<file path="src/rtl/bin2bcd_hex_pkg.sv">
// -----------------------------------------------------------------------------
// bin2bcd_hex_pkg
// Shared definitions for the binary-to-BCD display stage:
//   - FSM state encoding for the double-dabble sequencer
//   - active-low 7-segment patterns, bit order g..a (bit 6 = g)
// -----------------------------------------------------------------------------
package bin2bcd_hex_pkg;

    typedef enum logic [1:0] {
        ST_IDLE  = 2'd0,
        ST_SHIFT = 2'd1,
        ST_FIN   = 2'd2
    } state_t;

    localparam logic [6:0] SEG_BLANK = 7'h7F;

    localparam logic [6:0] SEG_0 = 7'b1000000;
    localparam logic [6:0] SEG_1 = 7'b1111001;
    localparam logic [6:0] SEG_2 = 7'b0100100;
    localparam logic [6:0] SEG_3 = 7'b0110000;
    localparam logic [6:0] SEG_4 = 7'b0011001;
    localparam logic [6:0] SEG_5 = 7'b0010010;
    localparam logic [6:0] SEG_6 = 7'b0000010;
    localparam logic [6:0] SEG_7 = 7'b1111000;
    localparam logic [6:0] SEG_8 = 7'b0000000;
    localparam logic [6:0] SEG_9 = 7'b0010000;

endpackage

</file>
<file path="src/rtl/bin2bcd_hex_seg7_decode.sv">
// -----------------------------------------------------------------------------
// seg7_decode
// Combinational BCD digit to active-low 7-segment decoder.
//   i_bcd : 4-bit BCD digit
//   o_seg : segments g..a, active-low; non-decimal codes show blank
// -----------------------------------------------------------------------------
module seg7_decode
    import bin2bcd_hex_pkg::*;
(
    input  logic [3:0] i_bcd,
    output logic [6:0] o_seg
);

    always_comb begin
        case (i_bcd)
            4'd0:    o_seg = SEG_0;
            4'd1:    o_seg = SEG_1;
            4'd2:    o_seg = SEG_2;
            4'd3:    o_seg = SEG_3;
            4'd4:    o_seg = SEG_4;
            4'd5:    o_seg = SEG_5;
            4'd6:    o_seg = SEG_6;
            4'd7:    o_seg = SEG_7;
            4'd8:    o_seg = SEG_8;
            4'd9:    o_seg = SEG_9;
            default: o_seg = SEG_BLANK;
        endcase
    end

endmodule

</file>
<file path="src/rtl/bin2bcd_hex.sv">
// -----------------------------------------------------------------------------
// bin2bcd_hex
// Sequential double-dabble converter feeding active-low 7-segment digits.
//   clk   : system clock
//   rst_n : asynchronous active-low reset
//   load  : one-cycle strobe, samples value and starts a conversion when idle
//   value : binary input (WIDTH bits)
//   busy  : high while a conversion is in flight
//   done  : one-cycle pulse when bcd/hex update
//   bcd   : packed BCD result, digit 0 in [3:0]
//   hex   : active-low segments, digit i in [7i+6:7i]
//
// state    | meaning
// ---------+-------------------------------------------------------------
// ST_IDLE  | waiting for load; outputs hold last completed result
// ST_SHIFT | WIDTH add-3/shift steps of {scratch, shreg}
// ST_FIN   | publish scratch to bcd/hex, pulse done
// -----------------------------------------------------------------------------
module bin2bcd_hex
    import bin2bcd_hex_pkg::*;
#(
    parameter int WIDTH    = 8,
    parameter int DIGITS   = 3,
    parameter int BLANK_LZ = 1
) (
    input  logic                  clk,
    input  logic                  rst_n,
    input  logic                  load,
    input  logic [WIDTH-1:0]      value,
    output logic                  busy,
    output logic                  done,
    output logic [4*DIGITS-1:0]   bcd,
    output logic [7*DIGITS-1:0]   hex
);

    localparam int CNT_W = (WIDTH > 1) ? $clog2(WIDTH) : 1;
    localparam logic [CNT_W-1:0] CNT_LAST = CNT_W'(WIDTH - 1);

    // Digit 0 shows "0" out of reset; upper digits follow the blanking mode.
    function automatic logic [7*DIGITS-1:0] hex_reset();
        logic [7*DIGITS-1:0] v;
        v = '0;
        for (int i = 0; i < DIGITS; i++) begin
            v[7*i +: 7] = (i > 0 && BLANK_LZ != 0) ? SEG_BLANK : SEG_0;
        end
        return v;
    endfunction

    state_t                r_state;
    logic [WIDTH-1:0]      r_shreg;
    logic [4*DIGITS-1:0]   r_scratch;
    logic [CNT_W-1:0]      r_cnt;
    logic                  r_busy;
    logic                  r_done;
    logic [4*DIGITS-1:0]   r_bcd;
    logic [7*DIGITS-1:0]   r_hex;

    logic [4*DIGITS-1:0]   w_scratch_next;
    logic [3:0]            w_dig;
    logic [7*DIGITS-1:0]   w_seg;
    logic [7*DIGITS-1:0]   w_hex_next;
    logic                  w_run;

    // Add-3 on every digit from its pre-adjust value, then shift left by one
    // with the shreg MSB entering bit 0. The top digit's carry-out is dropped;
    // it cannot be set when 10^DIGITS > 2^WIDTH-1.
    always_comb begin
        w_scratch_next    = '0;
        w_dig             = '0;
        w_scratch_next[0] = r_shreg[WIDTH-1];
        for (int i = 0; i < DIGITS; i++) begin
            w_dig = r_scratch[4*i +: 4];
            if (w_dig >= 4'd5) begin
                w_dig = w_dig + 4'd3;
            end
            for (int b = 0; b < 4; b++) begin
                if (4*i + b + 1 < 4*DIGITS) begin
                    w_scratch_next[4*i + b + 1] = w_dig[b];
                end
            end
        end
    end

    genvar g;
    generate
        for (g = 0; g < DIGITS; g++) begin : g_dec
            seg7_decode u_dec (
                .i_bcd (r_scratch[4*g +: 4]),
                .o_seg (w_seg[7*g +: 7])
            );
        end
    endgenerate

    // Walk from the top digit down; w_run stays high while every digit seen
    // so far is zero. Digit 0 is never visited, so it always shows.
    always_comb begin
        w_run      = 1'b1;
        w_hex_next = w_seg;
        for (int i = DIGITS - 1; i >= 1; i--) begin
            w_run = w_run & (r_scratch[4*i +: 4] == 4'd0);
            if (BLANK_LZ != 0 && w_run) begin
                w_hex_next[7*i +: 7] = SEG_BLANK;
            end
        end
    end

    always_ff @(posedge clk or negedge rst_n) begin
        if (!rst_n) begin
            r_state   <= ST_IDLE;
            r_shreg   <= '0;
            r_scratch <= '0;
            r_cnt     <= '0;
            r_busy    <= 1'b0;
            r_done    <= 1'b0;
            r_bcd     <= '0;
            r_hex     <= hex_reset();
        end else begin
            r_done <= 1'b0;
            case (r_state)
                ST_IDLE: begin
                    if (load) begin
                        r_shreg   <= value;
                        r_scratch <= '0;
                        r_cnt     <= '0;
                        r_busy    <= 1'b1;
                        r_state   <= ST_SHIFT;
                    end
                end
                ST_SHIFT: begin
                    r_scratch <= w_scratch_next;
                    r_shreg   <= {r_shreg[WIDTH-2:0], 1'b0};
                    r_cnt     <= r_cnt + 1'b1;
                    if (r_cnt == CNT_LAST) begin
                        r_state <= ST_FIN;
                    end
                end
                ST_FIN: begin
                    r_bcd   <= r_scratch;
                    r_hex   <= w_hex_next;
                    r_done  <= 1'b1;
                    r_busy  <= 1'b0;
                    r_state <= ST_IDLE;
                end
                default: begin
                    r_busy  <= 1'b0;
                    r_state <= ST_IDLE;
                end
            endcase
        end
    end

    assign busy = r_busy;
    assign done = r_done;
    assign bcd  = r_bcd;
    assign hex  = r_hex;

endmodule

</file>
<file path="config.mk">
export PLATFORM = sky130hd
export DESIGN_NAME = bin2bcd_hex
export DESIGN_NICKNAME = d
export VERILOG_FILES = /design/src/rtl/bin2bcd_hex_pkg.sv /design/src/rtl/bin2bcd_hex_seg7_decode.sv /design/src/rtl/bin2bcd_hex.sv
export SDC_FILE = /design/constraint.sdc
export NUM_CORES = 1
export LEC_CHECK = 0
export ABC_CLOCK_PERIOD_IN_PS = 3860
export CORE_AREA = 2 2 88 69
export DETAILED_ROUTE_END_ITERATION = 6
export DIE_AREA = 0 0 90 71
export PLACE_DENSITY = 0.95
export SLEW_MARGIN = 20
export SYNTH_ARGS = -nofsm -noshare
export SYNTH_HDL_FRONTEND = slang
export SYNTH_SLANG_ARGS = --single-unit
</file>
<file path="constraint.sdc">
create_clock -name clk -period 3.86 [get_ports clk]
set_input_delay 0.772 -clock clk [delete_from_list [all_inputs] [get_ports clk]]
set_output_delay 0.772 -clock clk [all_outputs]
set_load 0.01 [all_outputs]
</file>
==> results.sh <==
export IMPL_status="complete, no violations"
export IMPL_fill_cells=438
export IMPL_synth_edff_count=0
export IMPL_antenna_found_initial=0
export IMPL_cts_max_level=3
export IMPL_ant_nets=0
export IMPL_synth_most_common_cell="nand2_1"
export IMPL_first_global_vias=2425
export IMPL_cts_root_buffer="clkbuf_8"
export IMPL_clkTransAtPathRegs_ns=0.07
export IMPL_ys_async_sr_fraction_pct=100
export IMPL_grt_max_degree=59
export IMPL_pin_count=46
export IMPL_cts_resized=0
export IMPL_die_width_um=90
export IMPL_synth_top_cells_by_count="nand2_1 (55), o21ai_0 (48), dfrtp_1 (45), a21oi_1 (21), ha_1 (19)"
export IMPL_gp_congestion=0.906
export IMPL_hpwlAfterDp_um=4590
export IMPL_antennaDiodeCount=0
export IMPL_viasPerCell=5.52
export IMPL_slew_viol_final=0
export IMPL_final_setup_viol_count=0
export IMPL_final_setup_tns_ns=0
export IMPL_endpoint_kind="primary output"
export IMPL_rsz0062_at_grt="false"
export IMPL_yosysWarnings=0
export IMPL_drc=0
export IMPL_clk_latency_ns=0.34
export IMPL_fin_crit_sh_pct=56.9
export IMPL_core_mm2=0.00559
export IMPL_layout_drive_gt1_share_pct=12.4
export IMPL_vias=2433
export IMPL_crit_fanout=2
export IMPL_dieArea_mm2=0.00639
export IMPL_fp_dieH_um=71
export IMPL_synth_ff_type="dfrtp_1"
export IMPL_arrival_ns=1.43
export IMPL_slowest_delay_ns=0.55
export IMPL_syn2layout_area_growth_pct=20.1
export IMPL_relSlewSlack_pct=41.0
export IMPL_rows=24
export IMPL_hold_path_class="input port to asynchronous set/reset pin"
export IMPL_p_leak_uw=0.00164
export IMPL_ir_drop_mv=0.380
export IMPL_syn_cell_area_mm2=0.00313
export IMPL_cap_violations=0
export IMPL_start_util_pct=56.1
export IMPL_tightest_slew_ns=0.884
export IMPL_r2r_start="r_scratch[8]"
export IMPL_critPathLaunchType="flop"
export IMPL_grt_pass1_wl_um=11400
export IMPL_final_cell_area_mm2=0.00376
export IMPL_syn_nets=350
export IMPL_yosysTopAreaCellShare_pct=36.0
export IMPL_hold_viol_final=0
export IMPL_placed_area_mm2=0.00353
export IMPL_ys_seq_elements=60
export IMPL_fmax_mhz=455
export IMPL_path_class="flop to primary output"
export IMPL_grt_use_total_pct=22.4
export IMPL_cts_buffers=9
export IMPL_drt_wl_total_um=6580
export IMPL_syn_avg_cell_area_um2=9.79
export IMPL_cts_sinks=60
export IMPL_critPathSlowestCell="dfstp_2"
export IMPL_dr_pass1_iters=5
export IMPL_final_nets=388
export IMPL_grt_overflow_total=0
export IMPL_cts_setup_buffers=0
export IMPL_crit_required_ns=3.09
export IMPL_worstPathBufferInverterCount=1
export IMPL_hold_buffers=0
export IMPL_startpoint="hex[13]"
export IMPL_synth_cells=320
export IMPL_yosysUniqueCellTypes=43
export IMPL_detail_route_iter0_violations=210
export IMPL_yosys_top_cells_area="dfrtp_1 (36%), dfstp_2 (13%), o21ai_0 (7.7%)"
export IMPL_critical_path_top_delay_family="flip-flops"
export IMPL_skew_ns=0.00952
export IMPL_synth_top_area_cell="dfrtp_1"
export IMPL_cts_tree="yes"
export IMPL_crit_chain="clkdlybuf4s50_1"
export IMPL_post_drt_wl_per_cell_um=14.9
export IMPL_period_needed_ns=2.20
export IMPL_clock_path_buffers=2
export IMPL_port_buffers=45
export IMPL_p_per_area_mw_per_mm2=880
export IMPL_seq_area_frac_synth_pct=48.5
report_power, final:
part / switching, uW / leakage (uW) / total (uW) / internal, uW
Sequential: 277 / 0.000738 / 1210 / 928
Combinational: 754 / 0.000788 / 1460 / 708
Clock: 246 / 0.000113 / 644 / 398
Total: 1280 / 0.00164 / 3310 / 2030
metal layers:
layer	share of wire, %	GRT usage (%)	vias up
li1	-	-	1186
met3	5.9	6.82	5
met4	0.79	6.67	0
met2	48	36.0	80
met1	46	29.9	1162
met5	0	0	-
sequential cells by signal, indices dropped and copies added (netlist names):
signal / count
done: 1
r_scratch: 12
r_state: 2
bcd: 12
r_shreg: 8
busy: 1
r_cnt: 3
hex: 21
cell families after synthesis:
family / Yosys count / synth area share [%]
compound gates: 103 / 20.4
simple gates: 93 / 13.5
flops: 60 / 48.5
buf+inv: 34 / 6.51
fa+ha+maj: 19 / 7.59
mux: 7 / 2.32
xor+xnor: 4 / 1.12
cell type report:
class	instances	area [um^2]	share of cell area (%)
inverter	15	56.3	1.50
tap	78	97.6	2.59
multi-input combinational	226	1410	37.4
clock buffer	12	155	4.12
clock inverter	4	72.6	1.93
timing repair buffer	46	453	12.0
sequential	60	1520	40.4
worst reg2reg max path: cells and delay by family (launching register included):
family	cells	cell delay, ns
buffers and inverters	1	0.21
flip-flops	1	0.45
AND/OR/NAND/NOR	1	0.07
AO/OA/AOI/OAI	2	0.38
adder cells (fa/ha/maj)	2	0.64
stage by stage:
stage | hold WS, ns | utilization, % | worst slack [ns] | total power, uW | cells
after detailed placement | 0.460 | 63.3 | 1.41 | 2660 | 425
final | 0.468 | 67.4 | 1.66 | 3310 | 441
after global routing | 0.497 | 67.4 | 1.60 | 3560 | 441
after global placement | 0.448 | 63.3 | 1.53 | 2560 | 425
after CTS | 0.470 | 67.4 | 1.65 | 3320 | 441
after floorplan | 0.449 | - | 2.33 | 2160 | 320
worst paths after layout:
check | cells after the start | endpoint | slack, ns
min in group clk | 2 | hex[7] | 0.47
worst max-delay path | 1 | hex[13] | 1.66
worst min register to register | 2 | hex[7] | 0.47
worst min-delay path | 1 | r_shreg[7] | 0.47
max in group asynchronous | 2 | hex[17] | 2.52
worst max register to register | 6 | r_scratch[11] | 1.99
cells in the final DEF, fill, tap and decap left out, types with 5 or more instances in the layout:
| cell type | Yosys | final |
|---|---|---|
| nand2b_1 | 7 | 7 |
| inv_1 | 13 | 13 |
| nor2_1 | 12 | 12 |
| o21ai_0 | 48 | 48 |
| nand2_1 | 55 | 55 |
| mux2i_1 | 5 | 5 |
| clkbuf_8 | 0 | 11 |
| clkdlybuf4s50_1 | 0 | 44 |
| dfstp_2 | 15 | 15 |
| nor2b_1 | 6 | 6 |
| o31ai_1 | 5 | 5 |
| dfrtp_1 | 45 | 45 |
| ha_1 | 19 | 19 |
| a21oi_1 | 21 | 21 |
Power figures use the tool's default switching activity.
==> variant, RTL diff (same settings) <==
Reset style: synchronous (`rst_n`), changed in one clocked block. Comments in the files are not updated.
--- a/src/rtl/bin2bcd_hex.sv
+++ b/src/rtl/bin2bcd_hex.sv
@@ -104,7 +104,7 @@
         end
     end
 
-    always_ff @(posedge clk or negedge rst_n) begin
+    always_ff @(posedge clk) begin
         if (!rst_n) begin
             r_state   <= ST_IDLE;
             r_shreg   <= '0;
Behaviour: differs if rst_n is asserted again (counterexample within 4 cycles, from zero or initial values and one cycle with rst_n low); with rst_n held inactive, the same outputs for 10 cycles.
==> variant against the original RTL <==
- sequential cell count increased by 14
- critical endpoint is now g_dec[2].u_dec.o_seg[6]
- design area increased by 11%
- hold slack got worse by 0.019 ns
- largest cell class is now multi-input combinational cells
- routed wire length increased by 28%
- final cell count increased by 17%
- global-route usage increased by 4.3 points
- setup slack got worse by 0.68 ns
- area after synthesis increased by 13%
Power is not compared: it rests on default switching activity, and its combinational part moved more than twofold at a synthesized area within 25%.
==> variant: results (changes against the original RTL) <==
post-synthesis compound-gate area fraction 24.04% (was 20.42%); routability cong. 0.8598 (was 0.9055); Switch Pwr 348.9 uW; post-synthesis mux area share 0.8499% (was 2.317%); first-pass GRT wire length 13580 um (was 11410 um); Final #Nets 467 (was 388); outcome completed (unchanged); ys async rst share 0% (was 100.0%); port buffer count 45 (unchanged); grt met1 use 34.08% (was 29.88%); Detail Placement HPWL 5680 um (was 4594 um); R2R setup slack 1.13 ns (was 1.99 ns); Fill cells 403 (was 438); Setup Buffers After CTS 0 (unchanged); post-synthesis cell type count 60 (was 43); vias in the first global route 2868 (was 2425); initial antenna violation count 0 (unchanged); Hold EP hex[11]; VDD IR max 285.4 uV; sequential area share after synthesis 41.93% (was 48.54%); worst skew pair latency 0.36 ns (was 0.34 ns); 1st-iter DRT viols 283 (was 210); Setup crit end g_dec[2].u_dec.o_seg[6] (was hex[13]); Setup TNS 0 ns (unchanged); Sequential Power Share 51.6%; Worst slew margin 37.29% (was 41.02%); Adder-Cell Fraction of Synth Area 8.144% (was 7.591%); HP Class reg2reg (was in2async); total power 1517 uW; Synth top cells by count dfxtp_1 (74), nand2_1 (68), ha_1 (23) (was nand2_1 (55), o21ai_0 (48), dfrtp_1 (45)); XOR/XNOR share of the synthesized area 0.4958% (was 1.119%); met2 Use GR 43.78% (was 36.01%); syn nets 435 (was 350); Root Buffer clkbuf_8 (unchanged); wire per inst 16.38 um (was 14.93 um); Antenna Cells 0 (unchanged); clk buf depth 2 (unchanged); Hold Path Stages 2; combinational group share of total power 5.0%; fraction of layout instances using a drive strength above 1 8.238% (was 12.40%); Reg2Reg Depth 11 (was 6); end of the worst register-to-register path g_dec[1].u_dec.o_seg[4] (was r_scratch[11]); worst hold path startpoint g_dec[1].u_dec.o_seg[4]; CP startpoint load (was hex[13]); Arr. time, crit path 3.13 ns (was 1.43 ns); number of CTS-inserted buffers 9 (unchanged); top post-synthesis cells by area dfxtp_1 (42%), ha_1 (8.1%), nand2_1 (7.2%) (was dfrtp_1 (36%), dfstp_2 (13%), o21ai_0 (7.7%)); clock skew 0.007294 ns (was 0.009524 ns); CP max FO 11 (was 2); R2R Path Start r_scratch[0] (was r_scratch[8]); met3 Use GR 7.668% (was 6.816%); H-tree depth 3 (unchanged); Tot GR Track Use 26.71% (was 22.43%); largest net degree at the start of global routing 43 (was 59); drt via density 6.023 (was 5.517); cell leakage power 0.001722 uW
## variant: cell count changes in the layout (fill, tap and decap cells not counted), sizes merged, moves of 5 or more
cell and change:
o211a +8, o22ai +6, o211ai +6, dfstp -15, a21oi -9, a21boi +15, nand2 +12, dfrtp -45
and3 +5, nand3 +11, o21ai -28, dfxtp +74
## variant: layout make-up
cell class	instances	area [um2]	share of cell area [%]
clock buffer	9	123.9	2.954
sequential	74	1481	35.33
inverter	19	71.32	1.701
timing repair buffer	49	480.5	11.46
tap	78	97.59	2.328
clock inverter	6	92.59	2.208
multi-input combinational	280	1846	44.02
## variant: cell families (layout without fill, tap and decap cells)
logic type,after synthesis,in the layout
AO/OA/AOI/OAI,113,113
XOR/XNOR,2,2
flip-flops,74,74
AND/OR/NAND/NOR,139,139
multiplexers,3,3
adder cells (fa/ha/maj),23,23
buffers and inverters,47,83
## variant: stage by stage
step	util, %	hold WS (ns)	area (um2)	instances	setup WS (ns)
after CTS	75.07	0.4518	4193	515	1.026
after global placement	71.19	0.4221	3976	500	0.7483
after global routing	75.07	0.4568	4193	515	0.7434
after detailed placement	71.19	0.4329	3976	500	0.6586
after floorplan	-	0.4179	3533	401	1.388
final	75.07	0.4487	4193	515	0.9802
## variant: critical path, stage by stage
cell	delay [ns]
clkdlybuf4s50_1	0.62
o21bai_4	0.16
and2_4	0.25
nand2_1	0.08
o21ai_0	0.19
ha_1	0.24
nor2b_1	0.19
nand2_1	0.08
o31ai_1	0.19
a31oi_1	0.09
a31o_2	0.26
## variant: metal layers
metal / up-vias / wire length [um]
met3: 15 / 632
met4: 0 / 112
met2: 153 / 4005
met1: 1468 / 3687
met5: - / 0
li1: 1466 / -
